--- src/rtl/rst_seq_pkg.sv ---
`default_nettype none
// +----------------------------------------------------------------------------+
// | Package    : rst_seq_pkg                                                   |
// | Purpose    : Shared types and constants for the reset sequencer:           |
// |              sequencer state encoding, lock-loss counter width and a       |
// |              counter-width helper.                                         |
// | Ports      : n/a (package)                                                 |
// | Revision   : 1.0 - initial release                                         |
// +----------------------------------------------------------------------------+
package rst_seq_pkg;

  localparam int LOSS_CNT_W = 8;

  typedef enum logic [1:0] {
    IDLE    = 2'd0,
    FILTER  = 2'd1,
    RELEASE = 2'd2,
    RUN     = 2'd3
  } rst_seq_state_t;

  // Width needed to count 0..n-1, never narrower than one bit.
  function automatic int cnt_w(input int n);
    return (n > 1) ? $clog2(n) : 1;
  endfunction

endpackage
`default_nettype wire

--- src/rtl/rst_seq_sync_ff.sv ---
`default_nettype none
// +----------------------------------------------------------------------------+
// | Module     : sync_ff                                                       |
// | Purpose    : N-stage single-bit synchroniser, asynchronous active-low      |
// |              reset clearing every stage to 0.                              |
// | Ports      : clk   in  sampling clock                                      |
// |              rst_n in  async active-low reset                              |
// |              d_i   in  asynchronous input bit                              |
// |              q_o   out synchronised bit (last stage)                       |
// | Revision   : 1.0 - initial release                                         |
// +----------------------------------------------------------------------------+
module sync_ff #(
  parameter int STAGES = 2
) (
  input  logic clk,
  input  logic rst_n,
  input  logic d_i,
  output logic q_o
);

  logic [STAGES-1:0] sync_q;

  always_ff @(posedge clk or negedge rst_n) begin
    if (!rst_n) begin
      sync_q <= '0;
    end else begin
      sync_q <= {sync_q[STAGES-2:0], d_i};
    end
  end

  assign q_o = sync_q[STAGES-1];

endmodule
`default_nettype wire

--- src/rtl/rst_seq.sv ---
`default_nettype none
// +----------------------------------------------------------------------------+
// | Module     : rst_seq                                                       |
// | Purpose    : Reset sequencer. Synchronises and filters PLL lock, then      |
// |              releases NUM_DOMAINS active-low resets one by one, spaced     |
// |              STAGE_GAP edges apart. Lock loss or a software request        |
// |              returns everything to reset.                                  |
// | Ports      : clk           in  sole clock                                  |
// |              rst_n         in  async active-low reset                      |
// |              locked        in  PLL lock (asynchronous)                     |
// |              sw_rst_req    in  synchronous software reset level           |
// |              rst_n_out     out per-domain active-low resets (registered)   |
// |              ready         out all domains released                        |
// |              lock_loss_cnt out saturating lock-loss event count            |
// | Revision   : 1.0 - initial release                                         |
// +----------------------------------------------------------------------------+
module rst_seq
  import rst_seq_pkg::*;
#(
  parameter int NUM_DOMAINS = 3,
  parameter int SYNC_STAGES = 2,
  parameter int LOCK_FILTER = 16,
  parameter int STAGE_GAP   = 8
) (
  input  logic                   clk,
  input  logic                   rst_n,
  input  logic                   locked,
  input  logic                   sw_rst_req,
  output logic [NUM_DOMAINS-1:0] rst_n_out,
  output logic                   ready,
  output logic [LOSS_CNT_W-1:0]  lock_loss_cnt
);

  localparam int FW = cnt_w(LOCK_FILTER);
  localparam int GW = cnt_w(STAGE_GAP);
  localparam int DW = cnt_w(NUM_DOMAINS);

  localparam logic [FW-1:0] FILT_LAST = FW'(LOCK_FILTER - 1);
  localparam logic [GW-1:0] GAP_LAST  = GW'(STAGE_GAP - 1);

  logic lock_s;
  logic abort;

  rst_seq_state_t           state_q,     state_d;
  logic [FW-1:0]            fcnt_q,      fcnt_d;
  logic [GW-1:0]            gcnt_q,      gcnt_d;
  logic [DW-1:0]            dom_q,       dom_d;
  logic [NUM_DOMAINS-1:0]   rst_n_out_q, rst_n_out_d;
  logic                     ready_q,     ready_d;
  logic [LOSS_CNT_W-1:0]    loss_q,      loss_d;

  sync_ff #(
    .STAGES (SYNC_STAGES)
  ) u_lock_sync (
    .clk   (clk),
    .rst_n (rst_n),
    .d_i   (locked),
    .q_o   (lock_s)
  );

  assign abort = sw_rst_req | ~lock_s;

  always_ff @(posedge clk or negedge rst_n) begin
    if (!rst_n) begin
      state_q     <= IDLE;
      fcnt_q      <= '0;
      gcnt_q      <= '0;
      dom_q       <= '0;
      rst_n_out_q <= '0;
      ready_q     <= 1'b0;
      loss_q      <= '0;
    end else begin
      state_q     <= state_d;
      fcnt_q      <= fcnt_d;
      gcnt_q      <= gcnt_d;
      dom_q       <= dom_d;
      rst_n_out_q <= rst_n_out_d;
      ready_q     <= ready_d;
      loss_q      <= loss_d;
    end
  end

  always_comb begin
    state_d     = state_q;
    fcnt_d      = fcnt_q;
    gcnt_d      = gcnt_q;
    dom_d       = dom_q;
    rst_n_out_d = rst_n_out_q;
    ready_d     = ready_q;
    loss_d      = loss_q;

    if (abort) begin
      // Abort wins over every other transition.
      state_d     = IDLE;
      fcnt_d      = '0;
      gcnt_d      = '0;
      dom_d       = '0;
      rst_n_out_d = '0;
      ready_d     = 1'b0;
      // Only a lost lock that knocks us out of an active state is an event;
      // a coincident software request still counts as a lock loss.
      if (!lock_s && (state_q != IDLE) && (loss_q != '1)) begin
        loss_d = loss_q + LOSS_CNT_W'(1);
      end
    end else begin
      case (state_q)
        IDLE: begin
          state_d = FILTER;
          fcnt_d  = '0;
        end

        FILTER: begin
          if (fcnt_q == FILT_LAST) begin
            rst_n_out_d[0] = 1'b1;
            fcnt_d         = '0;
            gcnt_d         = '0;
            dom_d          = '0;
            if (NUM_DOMAINS == 1) begin
              state_d = RUN;
              ready_d = 1'b1;
            end else begin
              state_d = RELEASE;
            end
          end else begin
            fcnt_d = fcnt_q + FW'(1);
          end
        end

        RELEASE: begin
          if (gcnt_q == GAP_LAST) begin
            gcnt_d = '0;
            dom_d  = dom_q + DW'(1);
            for (int i = 1; i < NUM_DOMAINS; i++) begin
              if (i == int'(dom_q) + 1) begin
                rst_n_out_d[i] = 1'b1;
              end
            end
            // dom_q is the most recently released domain; releasing the
            // last one ends the sequence.
            if (int'(dom_q) + 2 == NUM_DOMAINS) begin
              state_d = RUN;
              ready_d = 1'b1;
            end
          end else begin
            gcnt_d = gcnt_q + GW'(1);
          end
        end

        RUN: begin
          state_d = RUN;
        end

        default: begin
          state_d = IDLE;
        end
      endcase
    end
  end

  assign rst_n_out     = rst_n_out_q;
  assign ready         = ready_q;
  assign lock_loss_cnt = loss_q;

endmodule
`default_nettype wire

--- config.mk ---
export PLATFORM = sky130hd
export DESIGN_NAME = rst_seq
export DESIGN_NICKNAME = d
export VERILOG_FILES = /design/src/rtl/rst_seq_pkg.sv /design/src/rtl/rst_seq_sync_ff.sv /design/src/rtl/rst_seq.sv
export SDC_FILE = /design/constraint.sdc
export NUM_CORES = 1
export LEC_CHECK = 0
export BUFFER_PORTS_ARGS = -buffer_cell sky130_fd_sc_hd__buf_2
export CAP_MARGIN = 20
export CELL_PAD_IN_SITES_DETAIL_PLACEMENT = 1
export CELL_PAD_IN_SITES_GLOBAL_PLACEMENT = 2
export CORE_UTILIZATION = 39
export DETAILED_ROUTE_END_ITERATION = 10
export GPL_TIMING_DRIVEN = 1
export PLACE_DENSITY = 0.88
export REMOVE_ABC_BUFFERS = 1
export SLEW_MARGIN = 15
export SYNTH_ARGS = -nofsm -noshare
export SYNTH_HDL_FRONTEND = slang
export SYNTH_SLANG_ARGS = --single-unit
export TNS_END_PERCENT = 10
--- constraint.sdc ---
create_clock -name clk -period 4 [get_ports clk]
set_input_delay 0.6 -clock clk [delete_from_list [all_inputs] [get_ports clk]]
set_output_delay 0.6 -clock clk [all_outputs]
set_load 0.01 [all_outputs]
# --- Yosys cells after proc, flatten, opt, wreduce, memory -nomap -nowiden ---
# Index checks and enable logic that the tools add are counted.
word_totals:
  out_inout_bits: 12
  input_bits: 4
  register_bits: 25
  elab_cells: 79
  latch_bits: 0
  rom_bits: 0
  ram_bits: 0
  mem_count: 0
op_classes:
  multipliers: 0
  n_eq_ne: 12
  reduce_logical: 22
  bitwise_logic: 2
  order_cmp: 0
  div_mod_pow: 0
  n_mux: 27
  add_sub_neg: 6
  shift: 0
ops:
  columns: ["op", "n"]
  rows:
  - ["$eq 2x32->1 const A", 1]
  - ["$mux 2", 9]
  - ["$reduce_bool 2->1", 8]
  - ["$reduce_and 3->1", 5]
  - ["$mux 3", 4]
  - ["$ne 3x3->1 const B", 3]
  - ["$add 8x1->8 const B", 1]
  - ["$mux 1", 8]
  - ["$mux 4", 2]
  - ["$ne 8x8->1 const B", 1]
  - ["$pmux 2 s4", 1]
  - ["$pmux 4 s2", 1]
  - ["$pmux 3 s2", 1]
  - ["$reduce_and 2->1", 3]
  - ["$reduce_bool 3->1", 2]
  - ["$add 4x1->4 const B", 1]
  - ["$eq 2x2->1 const B", 2]
  - ["$eq 4x4->1 const B", 1]
  - ["$pmux 2 s2", 1]
  - ["$add 2x1->3 const B", 1]
  - ["$add 2x2->3 const B", 1]
  - ["$add 3x1->3 const B", 1]
  - ["$eq 2x3->1 const A", 1]
  - ["$eq 3x2->1 const B", 1]
  - ["8 further kinds", 9]

# --- Depth between registers and ports, before layout ---
# Gate-level depths: netlist (run 1).
logic_depth:
  depth_word: 6
  ltp_mapped: 5
  depth_no_buf: 5

# --- Modules after synthesis ---
# A second synthesis (run 1) with hierarchy kept.
hier_totals:
  cells_unflattened: 124
  hier_area_um2: 1227.4
modules_own_cells:
  columns: ["module", "cells_each", "area_each_um2", "instances", "seq_area_each_um2"]
  rows:
  - ["rst_seq", 122, 1177.4, 1, 550.5]
  - ["sync_ff", 2, 50.0, 1, 50.0]

# --- Worst setup path before layout (run 1) ---
# Ideal clock, no wire load.
synth_timing:
  path_type: "reg-to-reg"
  startpoint: "reg loss_q[0] (netlist: lock_loss_cnt[0])"
  endpoint: "reg loss_q[1] (netlist: lock_loss_cnt[1])"
  required_time_ns: 3.872
  setup_time_ns: 0.128
  synth_period_minus_slack_ns: 1.564
  arrival_ns: 1.436
  stages_incl_launch_ff: 5
  path_slack_ns: 2.436
  n_path_buf: 0
  path_cell_list: "dfrtp_1 > ha_1 > nand2_1 > o31ai_2 > mux2_1"
synth_between:
  elab_chain_cells: 3
  word_cells_on_any_way: 4
  classes_between: "1 x add/sub; 1 x eq/ne; 2 x reduce/logical"
synth_lines:
  columns: ["element", "line_no", "text"]
  rows:
  - ["from (decl)", "rst_seq.sv:50", "logic [LOSS_CNT_W-1:0] loss_q, loss_d;"]
  - ["from (signal assigned)", "rst_seq.sv:79", "loss_q <= loss_d;"]
  - ["parallel branches: the longest is 3 deep, another holds $add 8x1->8", null, null]
# Parallel ways; which one is timed is not known.
# A chain may end at the register's enable or synchronous reset.

# --- Worst setup path after layout (run 1) ---
# Same ends and word-level chain as after synthesis.

==> metrics.sh, run 1 <==
RUN_STATUS='complete, no violations'
SYNTHMUXAREASHARE_PCT=4.31
REGTOREGSTARTPOINT='lock_loss_cnt[0]'
CLK_LATENCY_NS=0.31
DRT-PASS1-ITER-COUNT=4
POSTSYNTHREGISTERBITS=24
CAP_VIOL_MAX_COUNT=0
WORSTMARGINPINSLEW_NS=0.530
POWER-PER-CELL-AREA_mW_PER_MM2=386
SETUP_WS_NS=2.34
SYNTHADDERAREAFRAC_PCT=6.01
NUM-NETS-FINAL=145
CTS_BUFFER_DEPTH=2
LAYOUTNONFILLERINSTCOUNT=178
CLK_TRANSITION_REPORTED_PATHS_NS=0.14
GATE_COUNT_OF_THE_MAPPED_NETLIST=120
DRT_ITER0_DRC=17
LARGEST_FAMILY_OF_LOGIC_CELLS_BY_SYNTHESIZED_AREA='simple AND/OR/NAND/NOR gates'
END_KIND='register'
TIMING.FINAL.SETUP_VIOLATIONS=0
TIMING_MAX_TRANSITION_VIOLATIONS_FINAL=0
TIMING.CRITICAL_PATH.CELLS='ha_1, nand2_1, o31ai_2, mux2_1'
POSTROUTEANTENNANETS=0
POWER.TOTAL_mW=0.536
GRT_FIRST_PASS_WIRELENGTH_UM=4310
CELL_AT_THE_ROOT_OF_THE_CLOCK_TREE='sky130_fd_sc_hd__clkbuf_4'
CTS_REPAIR_RESIZE_COUNT=0
FINAL-HOLD-VIOLATION-COUNT=0
FINALCRITICALPERIOD_NS=1.66
ANTENNA_CELLS=0
VDD.IR_DROP.WORST_mV=0.188
CTS_SINKS=24
CTS-HOLD-FIX-BUFFERS=0
WORSTSETUPSTARTPOINT='lock_loss_cnt[0]'
RELSLEWSLACK_PCT=64.7
CTS_HTREE_LEVELS=1
ASYNC_FLOP_SHARE_PCT=100
CTS_SETUP_BUFFERS=0
YS_WARN_COUNT=0
CRIT_ARRIVAL_NS=1.86
SYNTH_COMPOUND_GATE_AREA_SHARE_PCT=14.0
FF_TO_FF_SETUP_SLACK_NS=2.34
WL_PER_CELL_UM=13.6
PLACED_CELLS=174
POST_SYNTH_XOR_AREA_FRACTION_PCT=2.81
DRIVE_GT1_SHARE_PCT=20.1
GRT_MAX_DEGREE=25
INITIAL_UTILIZATION_PCT=40.9
NETLIST_TOP_CELLS_AREA='sky130_fd_sc_hd__dfrtp_1 (48%), sky130_fd_sc_hd__ha_1 (6.0%), sky130_fd_sc_hd__nand3_1 (4.0%)'
CORE-AREA_MM2=0.00305
NUMBER_OF_ANTENNA_VIOLATIONS_AT_THE_FIRST_CHECK_IN_GLOBAL_ROUTING=0
GRT_OVERFLOW=0
TIMING.CRITICAL_PATH.REQUIRED_NS=4.20
BOUNDARYPINS=16
FINAL_MIN_PERIOD_OVER_CLOCK_PERIOD_PCT=41.6
GRT.TOTAL_USAGE_PCT=16.5
TRITONCTS='yes'
HP-CLASS='primary input to asynchronous set/reset pin'
GRT_SETUP_UNREPAIRED='false'
CRITICAL_PATH.REG2REG.ENDPOINT='lock_loss_cnt[1]'
YOSYS.AREA.TOP_TYPE_SHARE_PCT=48.1
PRE_CTS_WS_NS=2.33
ROWS=20
AREA_GROWTH_PCT=11.1
AREA_OF_THE_MULTI_INPUT_GATES_UM2=613
AREA.SEQUENTIAL_UM2=601
CTS_BUFFERS=3
WORSTREGTOREGCELLS=4
PORT_BUFFERS=15
TOTALWIRELENGTH_UM=2430
TIMING.CRITICAL_PATH.FROM_TYPE='register'
SYNTH_ENABLE_FLOP_CELLS=0
MOST-COMMON-LAYOUT-CELLS='sky130_fd_sc_hd__dfrtp_1 (24), sky130_fd_sc_hd__buf_2 (15), sky130_fd_sc_hd__nand2_1 (12)'
FMAXACHIEVABLE_MHz=601
DIE_H_UM=58.6
GRT_PASS1_VIAS=933
FIN_SKEW_NS=0.00729
CRIT_END='lock_loss_cnt[1]'
SYNTH.CELL_AREA_MM2=0.00125
FP.DIEW_UM=58.6
TIMING.SETUP.CRITICAL_PATH_CLASS='register to register'
NUM_VIAS=927
CELLLEAKAGEPOWER_nW=0.600
DRT-VIAS-PER-INSTANCE=5.21
SYNTH-SIMPLE-AREA-SHARE_PCT=21.9
CP_SLOWEST_CELL='sky130_fd_sc_hd__dfrtp_1'
SYNTH_LARGEST_AREA_CELL='sky130_fd_sc_hd__dfrtp_1'
PLACE_CONGESTION=0.752
PROPORTION_OF_SYNTHESIZED_CHIP_AREA_IN_SEQUENTIAL_CELLS_PCT=48.1
SYN_AREA_PER_CELL_UM2=10.4
FINALSETUPTNS_NS=0
DRCVIOLATIONCOUNT=0
FILL_CELLS=368
MOST_COMMON_LIBRARY_CELL_IN_THE_LAYOUT_IGNORING_FILL_AND_TAPS='sky130_fd_sc_hd__dfrtp_1'
SYNTHFLOPTYPE='sky130_fd_sc_hd__dfrtp_1'
CP_SLOWEST_STAGE_DELAY_NS=0.43
SYNTH_CELL_TYPE_COUNT=39
DIE-AREA_MM2=0.00343
MAXIMUM_FANOUT_ENCOUNTERED_ON_THE_CRITICAL_TIMING_PATH=6
PLACE_HPWL_UM=1820
==> registers in the layout (all words and copies together), names as in the netlist <==
register and cells:
dom_q 2, u_lock_sync.sync_q 2, gcnt_q 3, state_q 2, rst_n_out 3, lock_loss_cnt 8, fcnt_q 4
==> power breakdown <==
group / total, mW / internal, mW / leakage [nW] / switching [mW]
clock network: 0.127 / 0.0555 / 0.0210 / 0.0717
registers: 0.301 / 0.268 / 0.321 / 0.0331
logic: 0.108 / 0.0482 / 0.257 / 0.0595
==> final cells by class <==
| cell class | instances | area share, % |
|---|---|---|
| Clock buffer | 4 | 2.61 |
| Sequential cell | 24 | 43.3 |
| Multi-Input combinational cell | 89 | 44.2 |
| Timing Repair Buffer | 15 | 5.41 |
| Tap cell | 44 | 3.97 |
| Inverter | 2 | 0.541 |
==> metal layers <==
| metal | share of wire [%] | vias to the layer above | track usage, % |
|---|---|---|---|
| met5 | 0 | - | 0 |
| met4 | 1.1 | 0 | 4.76 |
| met3 | 2.5 | 4 | 2.20 |
| met2 | 49 | 14 | 28.1 |
| met1 | 47 | 451 | 21.9 |
| li1 | - | 458 | - |
==> how the worst min path moves through the flow <==
stage                               start                     to  slack, ns  depth (start not counted)
finish                              rst_n              gcnt_q[1]       0.25                          1
floorplan                           rst_n               dom_q[0]       0.30                          0
global route                        rst_n              gcnt_q[1]       0.27                          1
global placement    u_lock_sync.sync_q[0]  u_lock_sync.sync_q[1]       0.34                          0
detailed placement  u_lock_sync.sync_q[0]  u_lock_sync.sync_q[1]       0.35                          0
CTS                                 rst_n              gcnt_q[1]       0.26                          1
==> metrics by stage <==
step | area, um^2 | utilization [%] | hold slack (ns)
after floorplan | 1220 | - | 0.304
after global placement | 1350 | 44.3 | 0.340
after detailed placement | 1350 | 44.3 | 0.347
after CTS | 1390 | 45.5 | 0.258
after global routing | 1390 | 45.5 | 0.270
final | 1390 | 45.5 | 0.247
==> cell families (layout without fill, tap and decap cells) <==
family	count (synthesis)	count (layout)
AND/OR/NAND/NOR	48	48
AO/OA/AOI/OAI	26	26
flip-flops	24	24
buffers and inverters	7	21
adder cells (fa/ha/maj)	6	6
multiplexers	5	5
XOR/XNOR	4	4
==> cells in the mapped netlist, types with 2 or more instances <==
library cell,n
sky130_fd_sc_hd__dfrtp_1,24
sky130_fd_sc_hd__nand2_1,12
sky130_fd_sc_hd__nand3_1,10
sky130_fd_sc_hd__a21oi_1,7
sky130_fd_sc_hd__ha_1,6
sky130_fd_sc_hd__nor2_1,6
sky130_fd_sc_hd__o21ai_0,6
sky130_fd_sc_hd__nor2b_1,4
sky130_fd_sc_hd__a31oi_1,3
sky130_fd_sc_hd__and2_1,2
sky130_fd_sc_hd__buf_4,2
sky130_fd_sc_hd__clkbuf_1,2
sky130_fd_sc_hd__inv_1,2
sky130_fd_sc_hd__mux2_1,2
sky130_fd_sc_hd__mux2i_1,2
sky130_fd_sc_hd__nand2b_1,2
sky130_fd_sc_hd__nand4_1,2
sky130_fd_sc_hd__nor3_1,2
sky130_fd_sc_hd__nor4_2,2
sky130_fd_sc_hd__xnor2_1,2
sky130_fd_sc_hd__xor2_1,2
==> worst max-delay path, delay by kind of cell (launching register included) <==
| kind | cells | cell delay [ns] |
|---|---|---|
| AND/OR/NAND/NOR | 1 | 0.15 |
| flip-flops | 1 | 0.43 |
| AO/OA/AOI/OAI | 1 | 0.36 |
| adder cells (fa/ha/maj) | 1 | 0.26 |
| multiplexers | 1 | 0.36 |
Power figures use the tool's default switching activity.
==> inputs of run 2 (changes only) <==
--- a/config.mk
+++ b/config.mk
@@ -9,10 +9,10 @@
 export CAP_MARGIN = 20
 export CELL_PAD_IN_SITES_DETAIL_PLACEMENT = 1
 export CELL_PAD_IN_SITES_GLOBAL_PLACEMENT = 2
-export CORE_UTILIZATION = 39
+export CORE_UTILIZATION = 32
 export DETAILED_ROUTE_END_ITERATION = 10
 export GPL_TIMING_DRIVEN = 1
-export PLACE_DENSITY = 0.88
+export PLACE_DENSITY = 0.78
 export REMOVE_ABC_BUFFERS = 1
 export SLEW_MARGIN = 15
 export SYNTH_ARGS = -nofsm -noshare
==> constraint.sdc (replaced) <==
create_clock -name clk -period 1.5 [get_ports clk]
set_input_delay 0.225 -clock clk [delete_from_list [all_inputs] [get_ports clk]]
set_output_delay 0.225 -clock clk [all_outputs]
set_load 0.01 [all_outputs]
==> run 2 against run 1 <==
Compared with the run above:
- utilization shrank 4.1 points
- wire length grew 18%
- design area grew 9.9%
- final cell count grew 9.0%
- critical path depth shrank 1
- fmax grew 18%
- sequential cell count is the same
- global-route usage shrank 1.0 points
- die area grew 21%
- largest power group unchanged
- clock skew shrank 0.0046 ns
- worst hold slack lost 0.18 ns
- sequential power grew to 2.6 times the previous value
==> metrics.sh, run 2 (synthesized netlist as in run 1, its figures left out) <==
SHARE_COMB_OF_TOTAL_POWER_PCT=26.5
CRITICAL_PATH.REG2REG.ENDPOINT='lock_loss_cnt[7]'
INITIAL_UTILIZATION_PCT=33.9
GRT_FIRST_PASS_WIRELENGTH_UM=4930
TRITONCTS='yes'
CORE-AREA_MM2=0.00369
HP-CLASS='primary input to register'
P_INT_mW=1.09
NUMBER_OF_ANTENNA_VIOLATIONS_AT_THE_FIRST_CHECK_IN_GLOBAL_ROUTING=0
MAXIMUM_FANOUT_ENCOUNTERED_ON_THE_CRITICAL_TIMING_PATH=4
POSTROUTEANTENNANETS=0
DIE_H_UM=64.5
WL_PER_CELL_UM=14.7
GRT_PASS1_VIAS=1025
FIN_SKEW_NS=0.00271
DIE-AREA_MM2=0.00416
RUN_STATUS='complete, no violations'
ROWS=22
TOTALWIRELENGTH_UM=2860
PORT_BUFFERS=15
TIMING.CRITICAL_PATH.REQUIRED_NS=1.65
MIN_DELAY_WORST_ENDPOINT='u_lock_sync.sync_q[0]'
TIMING.SETUP.CRITICAL_PATH_CLASS='register to register'
FMAXACHIEVABLE_MHz=710
FINAL_MIN_PERIOD_OVER_CLOCK_PERIOD_PCT=93.9
WORSTREGTOREGCELLS=3
CTS_SINKS=24
DRIVE_GT1_SHARE_PCT=28.1
SETUP_WS_NS=0.0918
SWITCHING_POWER_mW=0.496
GRT-BUSIEST-LAYER='met2'
GRT_USE_MET3_PCT=3.70
MOST_COMMON_LIBRARY_CELL_IN_THE_LAYOUT_IGNORING_FILL_AND_TAPS='sky130_fd_sc_hd__dfrtp_1'
GRT.MET2_USAGE_PCT=27.6
CLKPWRFRAC_PCT=23.7
TIMING.HOLD.WORST_PATH_DEPTH=1
MOST-COMMON-LAYOUT-CELLS='sky130_fd_sc_hd__dfrtp_1 (23), sky130_fd_sc_hd__buf_2 (15), sky130_fd_sc_hd__nand2_1 (12), sky130_fd_sc_hd__buf_4 (12), sky130_fd_sc_hd__nand3_1 (9)'
CTS_BUFFERS=3
CTS_HTREE_LEVELS=1
VDD.IR_DROP.WORST_mV=0.565
CLK_LATENCY_NS=0.26
TIMING_MAX_TRANSITION_VIOLATIONS_FINAL=0
TIMING.FINAL.SETUP_VIOLATIONS=0
CELL_AT_THE_ROOT_OF_THE_CLOCK_TREE='sky130_fd_sc_hd__clkbuf_8'
AREA_GROWTH_PCT=22.1
PRE_CTS_WS_NS=0.0250
GRT_SETUP_UNREPAIRED='true'
FP.DIEW_UM=64.5
ANTENNA_CELLS=0
CRIT_ARRIVAL_NS=1.55
P_SEQ_SHARE_PCT=49.7
WORSTMARGINPINSLEW_NS=0.536
POWER-PER-CELL-AREA_mW_PER_MM2=1040
BOUNDARYPINS=16
FINALCRITICALPERIOD_NS=1.41
RELSLEWSLACK_PCT=64.3
GRT_MAX_DEGREE=25
REGTOREGSTARTPOINT='u_lock_sync.sync_q[1]'
TIMING.CRITICAL_PATH.FROM_TYPE='register'
GRT_USE_MET1_PCT=19.0
DRT_ITER0_DRC=30
END_KIND='register'
SW_FRAC_OF_TOTAL_PCT=31.2
NUM-NETS-FINAL=158
POWER.TOTAL_mW=1.59
CELLLEAKAGEPOWER_nW=0.661
PLACE_HPWL_UM=2110
CLK_TRANSITION_REPORTED_PATHS_NS=0.08
DRT-VIAS-PER-INSTANCE=5.16
DRT-PASS1-ITER-COUNT=3
NUM_VIAS=1001
LARGEST_REGISTER_FF_COUNT=8
CAP_VIOL_MAX_COUNT=0
POST-ROUTE-UTIL_PCT=41.4
PLACE_CONGESTION=0.721
DRCVIOLATIONCOUNT=0
FINAL-HOLD-VIOLATION-COUNT=0
MIN-DELAY-START='locked'
FF_TO_FF_SETUP_SLACK_NS=0.09
FILL_CELLS=448
CTS_BUFFER_DEPTH=2
GRT_OVERFLOW=0
GRT.TOTAL_USAGE_PCT=15.5
## run 2: changes by cell type in the layout (fill, tap and decap cells not counted), sizes merged
cell and change:
dlygate4sd3 +1, buf +12, clkbuf -1
## run 2: timing repair
action	in CTS	in global routing
endpoints found under the hold margin	24	0
setup endpoints to repair	0	7
hold buffers	1	0
resized for setup	0	5
buffers inserted	0	0
## run 2: layout make-up
| type | instances | area (um^2) | area share [%] |
|---|---|---|---|
| multi-input combinational | 89 | 639 | 41.9 |
| sequential | 24 | 602 | 39.5 |
| timing repair buffer | 28 | 175 | 11.5 |
| tap | 48 | 60.1 | 3.94 |
| clock buffer | 3 | 41.3 | 2.71 |
| inverter | 2 | 7.51 | 0.492 |
## run 2: worst max path at each step
stage	endpoint	cells after the start	startpoint
3_3_place_gp	lock_loss_cnt[7]	3	state_q[1]
6_report	lock_loss_cnt[7]	3	u_lock_sync.sync_q[1]
4_1_cts	dom_q[0]	5	gcnt_q[0]
2_1_floorplan	lock_loss_cnt[1]	4	lock_loss_cnt[0]
3_5_place_dp	lock_loss_cnt[1]	4	lock_loss_cnt[0]
5_1_grt	dom_q[0]	5	fcnt_q[0]
## run 2: power groups by stage
| stage | sequential (mW) | clock [mW] | combinational (mW) |
|---|---|---|---|
| after floorplan | 0.831 | 0 | 0.150 |
| after global placement | 0.791 | 0 | 0.391 |
| after detailed placement | 0.802 | 0 | 0.412 |
| after CTS | 0.787 | 0.396 | 0.418 |
| after global routing | 0.801 | 0.419 | 0.463 |
| final | 0.791 | 0.378 | 0.422 |
## run 2: layer usage
metal	wire, um	share of wire (%)
met3	95	3.3
met2	1500	52
met1	1260	44
met5	0	0
met4	14	0.49
## run 2: per-stage QoR
step	instance area (um^2)	instances	TNS (ns)	hold slack [ns]
after detailed placement	1450	190	0	0.255
after global routing	1530	194	-0.0124	0.0573
after CTS	1500	194	0	0.0595
after floorplan	1220	115	-0.0635	-0.0706
after global placement	1450	190	0	0.246
final	1530	194	0	0.0670
## run 2: worst max-delay path, stage by stage, from the launching register on
cell and delay (ns):
sky130_fd_sc_hd__dfrtp_1 0.41, sky130_fd_sc_hd__o21bai_2 0.23, sky130_fd_sc_hd__nor4_2 0.30, sky130_fd_sc_hd__mux2_1 0.35
==> inputs of run 3 (changes only) <==
--- a/config.mk
+++ b/config.mk
@@ -9,11 +9,12 @@
 export CAP_MARGIN = 20
 export CELL_PAD_IN_SITES_DETAIL_PLACEMENT = 1
 export CELL_PAD_IN_SITES_GLOBAL_PLACEMENT = 2
-export CORE_UTILIZATION = 32
+export CORE_UTILIZATION = 36
 export DETAILED_ROUTE_END_ITERATION = 10
 export GPL_TIMING_DRIVEN = 1
-export PLACE_DENSITY = 0.78
+export PLACE_DENSITY = 0.82
 export REMOVE_ABC_BUFFERS = 1
+export SETUP_SLACK_MARGIN = 0.02
 export SLEW_MARGIN = 15
 export SYNTH_ARGS = -nofsm -noshare
 export SYNTH_HDL_FRONTEND = slang
==> constraint.sdc (replaced) <==
create_clock -name clk -period 1.4 [get_ports clk]
set_input_delay 0.07 -clock clk [delete_from_list [all_inputs] [get_ports clk]]
set_output_delay 0.07 -clock clk [all_outputs]
set_load 0.01 [all_outputs]
==> run 3 against run 2 <==
Compared with the run above:
- wire length grew 11%
- sequential cell count unchanged
- critical path depth unchanged
- utilization rose by 9.3 points
- global-route usage up 3.0 points
- first-iteration DRC count grew 43%
- clock skew grew 0.0037 ns
- worst setup slack worse by 0.057 ns
- count of clock-buffer cells in the layout unchanged
- largest cell class unchanged
==> metrics.sh, run 3 (synthesized netlist as in run 1, its figures left out) <==
FINALCRITICALPERIOD_NS=1.37
GRT_USE_MET3_PCT=2.56
DRIVE_GT1_SHARE_PCT=42.6
TIMING.CRITICAL_PATH.FROM_TYPE='register'
DESIGN_AREA_MM2=0.00169
GRT_PASS1_VIAS=1074
GRT_USE_MET1_PCT=23.8
GRT.MET2_USAGE_PCT=31.7
FP.DIEW_UM=60.9
TIMING_MAX_TRANSITION_VIOLATIONS_FINAL=0
GRT_FIRST_PASS_WIRELENGTH_UM=5000
CTS_SINKS=24
NUM_VIAS=1054
CRIT_ARRIVAL_NS=1.59
PORT_BUFFERS=15
MAXIMUM_FANOUT_ENCOUNTERED_ON_THE_CRITICAL_TIMING_PATH=5
CELL_AT_THE_ROOT_OF_THE_CLOCK_TREE='sky130_fd_sc_hd__clkbuf_4'
CP_SLOWEST_CELL='sky130_fd_sc_hd__dfrtp_2'
POST-ROUTE-UTIL_PCT=50.7
HP-CLASS='primary input to register'
FMAXACHIEVABLE_MHz=732
RELSLEWSLACK_PCT=63.1
GRT_OVERFLOW=0
ROWS=21
GRT_SETUP_UNREPAIRED='true'
CORE-AREA_MM2=0.00334
CTS_BUFFERS=3
RUN_STATUS='complete, no violations'
HOLD-WORST-SLACK_NS=0.0971
NUMBER_OF_ANTENNA_VIOLATIONS_AT_THE_FIRST_CHECK_IN_GLOBAL_ROUTING=0
TIMING.CRITICAL_PATH.REQUIRED_NS=1.62
NUM-NETS-FINAL=166
END_KIND='register'
DRT-PASS1-ITER-COUNT=4
CELLLEAKAGEPOWER_nW=0.708
PLACE_HPWL_UM=2110
TIMING.CRITICAL_PATH.CELLS='nand3_2, nor4_2, mux2_1'
MOST-COMMON-LAYOUT-CELLS='sky130_fd_sc_hd__buf_4 (17), sky130_fd_sc_hd__dfrtp_1 (16), sky130_fd_sc_hd__buf_2 (15)'
DIE-AREA_MM2=0.00371
DRT_ITER0_DRC=43
FINAL-HOLD-VIOLATION-COUNT=0
MOST_COMMON_LIBRARY_CELL_IN_THE_LAYOUT_IGNORING_FILL_AND_TAPS='sky130_fd_sc_hd__buf_4'
TIMING.FINAL.SETUP_VIOLATIONS=0
AREA_GROWTH_PCT=35.4
POWER-PER-CELL-AREA_mW_PER_MM2=1160
TRITONCTS='yes'
WORSTMARGINPINSLEW_NS=0.553
FINAL_MIN_PERIOD_OVER_CLOCK_PERIOD_PCT=97.5
POSTROUTEANTENNANETS=0
CLK_TRANSITION_REPORTED_PATHS_NS=0.14
INITIAL_UTILIZATION_PCT=37.4
TOTALWIRELENGTH_UM=3180
FINALSETUPTNS_NS=0
ANTENNA_CELLS=0
DIE_H_UM=60.9
BOUNDARYPINS=16
CP_SLOWEST_STAGE_DELAY_NS=0.47
VDD.IR_DROP.WORST_mV=0.756
GRT_MAX_DEGREE=25
CTS_HTREE_LEVELS=1
GRT-BUSIEST-LAYER='met2'
POWER.TOTAL_mW=1.96
DRT-VIAS-PER-INSTANCE=5.24
CAP_VIOL_MAX_COUNT=0
GRT.TOTAL_USAGE_PCT=18.4
TIMING.SETUP.CRITICAL_PATH_CLASS='register to register'
CLK_LATENCY_NS=0.32
CTS_BUFFER_DEPTH=2
POSTPLACECELLAREA_MM2=0.00147
LARGEST_REGISTER_FF_COUNT=8
WL_PER_CELL_UM=15.8
FIN_SKEW_NS=0.00638
PLACE_CONGESTION=0.739
DRCVIOLATIONCOUNT=0
## run 3: cell types whose count changed in the layout (fill, tap and decap cells not counted), sizes merged
cell         previous run  this run
bufinv                  0         1
dlygate4sd3             1         2
buf                    27        34
## run 3: worst paths after layout
kind                                       start                    end  slack, ns  cells after the start
min in group asynchronous                  rst_n              gcnt_q[0]       0.24                      2
min reg2reg                u_lock_sync.sync_q[0]  u_lock_sync.sync_q[1]       0.38                      0
min                                   sw_rst_req             state_q[0]        0.1                      4
max reg2reg                     lock_loss_cnt[2]       lock_loss_cnt[7]       0.03                      3
max in group asynchronous                  rst_n       lock_loss_cnt[4]       0.76                      2
max                             lock_loss_cnt[2]       lock_loss_cnt[7]       0.03                      3
## run 3: timing repair
item	in CTS	in global routing
buffers inserted	0	4
resized for setup	17	15
endpoints found under the setup margin	9	14
gates cloned	0	0
endpoints found under the hold margin	25	0
hold buffers	2	0
pin swaps	6	6
## run 3: per-stage QoR
| step | setup slack (ns) | cells |
|---|---|---|
| CTS | 0.0217 | 197 |
| global placement | 0.0231 | 191 |
| detailed placement | -0.108 | 191 |
| floorplan | -0.164 | 115 |
| finish | 0.0345 | 201 |
| global route | -0.0148 | 201 |
## run 3: metal layers
layer | up-vias | part of all wire (%)
li1 | 501 | -
met1 | 536 | 46
met2 | 15 | 52
met3 | 2 | 1.6
met4 | 0 | 0.82
met5 | - | 0
## run 3: cell type report
type                            instances  area [um^2]
Tap cell                               46         57.6
Multi-Input combinational cell         89          717
Clock inverter                          1         30.0
Fill cell                             391         1650
Timing Repair Buffer                   36          245
Inverter                                2         7.51
Sequential cell                        24          611
Clock buffer                            3         22.5
## run 3: report_power, final
part,internal (mW),switching (mW)
Clock,0.289,0.233
Combinational,0.279,0.257
Sequential,0.776,0.123
Total,1.34,0.613
## run 3: worst max-delay path: cells and delay by family, from the launching register on
kind	cells	cell delay, ns
AND/OR/NAND/NOR	2	0.46
flip-flops	1	0.47
multiplexers	1	0.34
